File: src/rtl/decode_ctrl_stage.sv
// Registered instruction decode stage with valid/ready flow control and a mult/div busy window.
// Optional MD_HAZARD_EN: while busy, stall only mult/div and readers of the pending mult/div rd.
module decode_ctrl_stage #(
  parameter int DATA_W    = 32,
  parameter int MD_CYCLES = 32
) (
  input  logic              clock,
  input  logic              reset,
  input  logic              in_valid,
  output logic              in_ready,
  input  logic [31:0]       instr,
  input  logic              flush,
  output logic              out_valid,
  input  logic              out_ready,
  output logic              jump,
  output logic              j2,
  output logic              bne,
  output logic              blt,
  output logic              bex,
  output logic              weDM,
  output logic              weReg,
  output logic              weRegDM,
  output logic              ALUop,
  output logic              immediate,
  output logic              weStatus,
  output logic              weReturn,
  output logic              mult_or_div,
  output logic              illegal,
  output logic [4:0]        rd,
  output logic [4:0]        rs,
  output logic [4:0]        rt,
  output logic [4:0]        alu_op,
  output logic [DATA_W-1:0] imm_ext,
  output logic [DATA_W-1:0] target_ext,
  output logic              md_busy
);

  typedef enum logic [4:0] {
    OP_ALU  = 5'd0,
    OP_J    = 5'd1,
    OP_BNE  = 5'd2,
    OP_JAL  = 5'd3,
    OP_JR   = 5'd4,
    OP_ADDI = 5'd5,
    OP_BLT  = 5'd6,
    OP_SW   = 5'd7,
    OP_LW   = 5'd8,
    OP_SETX = 5'd9,
    OP_BEX  = 5'd10
  } opcode_e;

  localparam logic [4:0] SUB_MULT = 5'd6;
  localparam logic [4:0] SUB_DIV  = 5'd7;
  localparam logic [7:0] MD_LOAD  = 8'(MD_CYCLES);

  typedef struct packed {
    logic jump;
    logic j2;
    logic bne;
    logic blt;
    logic bex;
    logic weDM;
    logic weReg;
    logic weRegDM;
    logic ALUop;
    logic immediate;
    logic weStatus;
    logic weReturn;
    logic mult_or_div;
    logic illegal;
  } ctrl_t;

  logic [4:0]        op;
  ctrl_t             ctrl_d, ctrl_q;
  logic [4:0]        rd_q, rs_q, rt_q, alu_op_q;
  logic [DATA_W-1:0] imm_d, imm_q, tgt_d, tgt_q;
  logic              out_valid_q;
  logic [7:0]        md_cnt_q;
  logic              stall, accept, out_hs;

  assign op    = instr[31:27];
  assign imm_d = {{(DATA_W-17){instr[16]}}, instr[16:0]};
  assign tgt_d = {{(DATA_W-27){1'b0}}, instr[26:0]};

  always_comb begin
    ctrl_d = '0;
    case (op)
      OP_ALU: begin
        ctrl_d.ALUop       = 1'b1;
        ctrl_d.weReg       = 1'b1;
        ctrl_d.weStatus    = 1'b1;
        ctrl_d.mult_or_div = (instr[6:2] == SUB_MULT) || (instr[6:2] == SUB_DIV);
      end
      OP_J:    ctrl_d.jump = 1'b1;
      OP_BNE:  begin ctrl_d.bne = 1'b1; ctrl_d.immediate = 1'b1; end
      OP_JAL:  begin ctrl_d.jump = 1'b1; ctrl_d.weReg = 1'b1; ctrl_d.weReturn = 1'b1; end
      OP_JR:   begin ctrl_d.jump = 1'b1; ctrl_d.j2 = 1'b1; end
      OP_ADDI: begin ctrl_d.weReg = 1'b1; ctrl_d.immediate = 1'b1; ctrl_d.weStatus = 1'b1; end
      OP_BLT:  begin ctrl_d.blt = 1'b1; ctrl_d.immediate = 1'b1; end
      OP_SW:   begin ctrl_d.weDM = 1'b1; ctrl_d.immediate = 1'b1; end
      OP_LW:   begin ctrl_d.weReg = 1'b1; ctrl_d.weRegDM = 1'b1; ctrl_d.immediate = 1'b1; end
      OP_SETX: begin ctrl_d.weReg = 1'b1; ctrl_d.weStatus = 1'b1; end
      OP_BEX:  ctrl_d.bex = 1'b1;
      default: ctrl_d.illegal = 1'b1;
    endcase
  end

  assign md_busy = (md_cnt_q != '0);

`ifdef MD_HAZARD_EN
  logic [4:0] md_rd_q;
  logic       src_hit;

  // Register 0 is hardwired, so a pending write to it never creates a dependency.
  always_comb begin
    src_hit = 1'b0;
    case (op)
      OP_ALU:                src_hit = (instr[21:17] == md_rd_q) || (instr[16:12] == md_rd_q);
      OP_ADDI, OP_LW:        src_hit = (instr[21:17] == md_rd_q);
      OP_SW, OP_BNE, OP_BLT: src_hit = (instr[26:22] == md_rd_q) || (instr[21:17] == md_rd_q);
      OP_JR:                 src_hit = (instr[26:22] == md_rd_q);
      OP_BEX:                src_hit = (md_rd_q == 5'd30);
      default:               src_hit = 1'b0;
    endcase
  end

  assign stall = md_busy & (ctrl_d.mult_or_div | (src_hit & (md_rd_q != '0)));
`else
  assign stall = md_busy;
`endif

  assign in_ready = ~reset & ~flush & (~out_valid_q | out_ready) & ~stall;
  assign accept   = in_valid & in_ready;
  assign out_hs   = out_valid_q & out_ready;

  always_ff @(posedge clock or posedge reset) begin
    if (reset) begin
      out_valid_q <= 1'b0;
      ctrl_q      <= '0;
      rd_q        <= '0;
      rs_q        <= '0;
      rt_q        <= '0;
      alu_op_q    <= '0;
      imm_q       <= '0;
      tgt_q       <= '0;
      md_cnt_q    <= '0;
`ifdef MD_HAZARD_EN
      md_rd_q     <= '0;
`endif
    end else begin
      if (flush)       out_valid_q <= 1'b0;
      else if (accept) out_valid_q <= 1'b1;
      else if (out_hs) out_valid_q <= 1'b0;

      if (accept) begin
        ctrl_q   <= ctrl_d;
        rd_q     <= instr[26:22];
        rs_q     <= instr[21:17];
        rt_q     <= instr[16:12];
        alu_op_q <= instr[6:2];
        imm_q    <= imm_d;
        tgt_q    <= tgt_d;
      end

      // The busy window starts when execute takes the mult/div, not when decode accepts it.
      if (out_hs && ctrl_q.mult_or_div) begin
        md_cnt_q <= MD_LOAD;
`ifdef MD_HAZARD_EN
        md_rd_q  <= rd_q;
`endif
      end else if (md_cnt_q != '0) begin
        md_cnt_q <= md_cnt_q - 8'd1;
      end
    end
  end

  assign out_valid = out_valid_q;
  assign {jump, j2, bne, blt, bex, weDM, weReg, weRegDM, ALUop, immediate,
          weStatus, weReturn, mult_or_div, illegal} = ctrl_q;
  assign rd         = rd_q;
  assign rs         = rs_q;
  assign rt         = rt_q;
  assign alu_op     = alu_op_q;
  assign imm_ext    = imm_q;
  assign target_ext = tgt_q;

endmodule

File: config.mk
export PLATFORM = sky130hd
export DESIGN_NAME = decode_ctrl_stage
export DESIGN_NICKNAME = d
export VERILOG_FILES = /design/src/rtl/decode_ctrl_stage.sv
export SDC_FILE = /design/constraint.sdc
export NUM_CORES = 1
export LEC_CHECK = 0
export ABC_CLOCK_PERIOD_IN_PS = 4100
export BUFFER_PORTS_ARGS = -buffer_cell sky130_fd_sc_hd__buf_2
export CELL_PAD_IN_SITES_DETAIL_PLACEMENT = 1
export CELL_PAD_IN_SITES_GLOBAL_PLACEMENT = 1
export CORE_MARGIN = 2
export CORE_UTILIZATION = 38
export CTS_CLUSTER_SIZE = 10
export DETAILED_ROUTE_END_ITERATION = 6
export GPL_TIMING_DRIVEN = 0
export PLACE_DENSITY = 0.94
export SLEW_MARGIN = 20
export SYNTH_ARGS = -nofsm -noshare
export SYNTH_HDL_FRONTEND = slang
export SYNTH_SLANG_ARGS = --single-unit
File: constraint.sdc
create_clock -name clock -period 4.1 [get_ports clock]
set_input_delay 0.82 -clock clock [delete_from_list [all_inputs] [get_ports clock]]
set_output_delay 0.82 -clock clock [all_outputs]
set_load 0.01 [all_outputs]
==> reports/qor.csv <==
stage;metric;value;unit
finish;fin_cells;481;
timing;period_needed;2.89;ns
finish;final_common_cell;buf_2;
critical_path;worstPathRequired;3.28;ns
synth;synth_cell_types;40;
timing;skew;0.00574;ns
timing;clock.fmax;0.347;GHz
clocking;clkSlewWorstSetupHoldPaths;0.09;ns
timing;maxSlewViolCount;0;
drt;routed-via-count;2174;
critical_path;arrival;2.07;ns
clocking;htree_levels;2;
clocking;cts_setup_buffers;0;
synth;async_flop_share;100;%
die;fp.dieW;91.1;um
drt;viasPerCell;4.52;
synth;syn_area_per_cell;12.0;um2
critical_path;startpoint_type;flop;
synth;ys.flop_type;dfrtp_1;
die;initial_utilization;39.6;%
drt;wl;7530;um
flow_run;maxCapViolations;0;
timing;finalHoldViolCount;0;
placement;dpl.cell_count;473;
finish;synthToLayoutAreaGrowth;31.8;%
power_and_ir_drop;irDropWorstVdd;0.184;mV
die;dieArea;8300;um2
die;rows;31;
synth;ys_ff_latch;50;
power_and_ir_drop;powerDensity;236;nW/um2
synth;yosysWarnings;0;
critical_path;endpoint_kind;output port;
finish;final_cell_mix;buf_2 (128), buf_4 (57), dfrtp_1 (50);
drt;drc;0;
drt;wl_per_cell;15.7;um
finish;nNetsFinal;420;
die;die_h;91.1;um
timing;finalCritPeriodShare;70.4;%
placement;gp_congestion;0.801;
global_routing;grt_max_degree;29;
die;ios;138;
clocking;ctsResizeCount;0;
drt;drtIter0Drc;33;
clocking;clkLatencyLatePin;0.30;ns
global_routing;antenna_found_initial;0;
clocking;root_buffer;clkbuf_8;
min_path;hold_class;reg2reg;
clocking;cts_buffers;5;
timing;rsz0062_at_grt;false;
timing;tightest_slew;0.663;ns
clocking;cts_tree;done;
critical_path;ff2ff_setup_slack;1.72;ns
clocking;cts_hold_buf;0;
critical_path;worstPathMaxFanout;6;
placement;io_buffer_count;128;
die;core_area;7290;um2
clocking;clkSinkCount;50;
placement;dp_hpwl;6000;um
clocking;clock_path_buffers;2;
critical_path;critPathKind;reg2out;
power_and_ir_drop;power_leakage;2.17;nW
synth;syn_area;2880;um2
global_routing;grt_use_total;18.1;%
synth;seq_area_frac_synth;43.4;%
finish;antenna_cells;0;
run_status;outcome;finished, final reports clean;
global_routing;grt_pass1_vias;2248;
timing;slew_headroom;55.7;%
finish;drive_above_1_share;64.1;%
drt;final_antenna_net_count;0;
synth;netlist_instances;241;
global_routing;grt_pass1_wl;11900;um
timing;report.final.setup_viol;0;
synth;synth_edf_count;0;
timing;setup_tns;0;ns
global_routing;grt_overflow_total;0;
drt;dr.pass1.iters;4;
[Yosys cell counts (3+ instances only)]
library cell  instances  area (um2)
nand2b_1              3        18.8
buf_4                57         428
clkbuf_1              4        15.0
a211oi_1              3        22.5
mux2_4               37         556
nand2_1               4        15.0
xor2_1                3        26.3
a21oi_1               5        25.0
dfrtp_1              50        1250
mux2i_1               3        30.0
buf_12                5         100
inv_1                 7        26.3
nor3_1                5        25.0
nor2_1               20        75.1
[worst max-delay path, stage by stage (launching register included)]
cell,delay [ns]
dfrtp_1,0.40
inv_1,0.12
ha_1,0.20
or3b_2,0.52
nor2_4,0.21
and2_2,0.19
buf_2,0.13
[stage by stage]
step                      utilization (%)  setup slack, ns  hold WS, ns  total power [W]  instance area [um2]
after floorplan                         -             1.79        0.535         0.000531                 2900
after global placement               50.2             1.38        0.489         0.000553                 3660
after detailed placement             50.6             1.46        0.495         0.000559                 3690
after CTS                            52.1             1.19        0.522         0.000909                 3800
after global routing                 52.1             1.10        0.537         0.000934                 3800
final                                52.1             1.21        0.520         0.000896                 3800
[kinds of logic (layout without fill, tap and decap cells)]
logic type	after synthesis	in the layout	synth area share (%)
AO/OA/AOI/OAI	15	15	3.25
XOR/XNOR	5	5	1.52
adder cells (fa/ha/maj)	2	2	0.868
buffers and inverters	74	211	19.9
flip-flops	50	50	43.4
multiplexers	41	41	20.7
other	1	5	0.130
AND/OR/NAND/NOR	53	53	10.3
[report_power, final]
| group | switching [W] | internal, W |
|---|---|---|
| Sequential | 0 | 0.000493 |
| Clock | 0.000165 | 0.000182 |
| Combinational | 0.0000318 | 0.0000238 |
| Total | 0.000197 | 0.000699 |
[metal layers]
metal,vias up,GRT usage [%],share of wire [%]
met5,-,0,0
met4,0,3.91,1.1
met3,8,4.15,6.4
met2,86,33.9,53
met1,1052,20.8,40
li1,1028,-,-
[final timing paths]
| check | end | startpoint | cells after the start |
|---|---|---|---|
| min in group asynchronous | imm_ext[10] | reset | 2 |
| min reg2reg | blt | blt | 1 |
| max in group asynchronous | blt | reset | 3 |
| max | in_ready | md_cnt_q[0] | 6 |
| max reg2reg | weRegDM | md_cnt_q[0] | 8 |
| min | blt | blt | 1 |
[flip-flops by register name, summed over array words and instances (netlist names)]
| signal | flops |
|---|---|
| weStatus | 1 |
| weReg | 1 |
| j2 | 1 |
| imm_ext | 8 |
| blt | 1 |
| rd | 5 |
| immediate | 1 |
| mult_or_div | 1 |
| weRegDM | 1 |
| bne | 1 |
| bex | 1 |
| target_ext | 2 |
| alu_op | 4 |
| rs | 4 |
| weDM | 1 |
| out_valid | 1 |
| ALUop | 1 |
| jump | 1 |
| md_cnt_q | 8 |
| illegal | 1 |
| rt | 4 |
| weReturn | 1 |
[area by class of cell]
cell class	count	area, um2
fillers	850	3490
flip-flops and latches	50	1250
multi-input cells	121	1070
repair buffers	129	668
plain buffers	67	547
well taps	99	124
clock buffers	6	72.6
clock inverters	2	37.5
inverters	7	26.3
No activity file was read; power rests on OpenSTA's default activity.
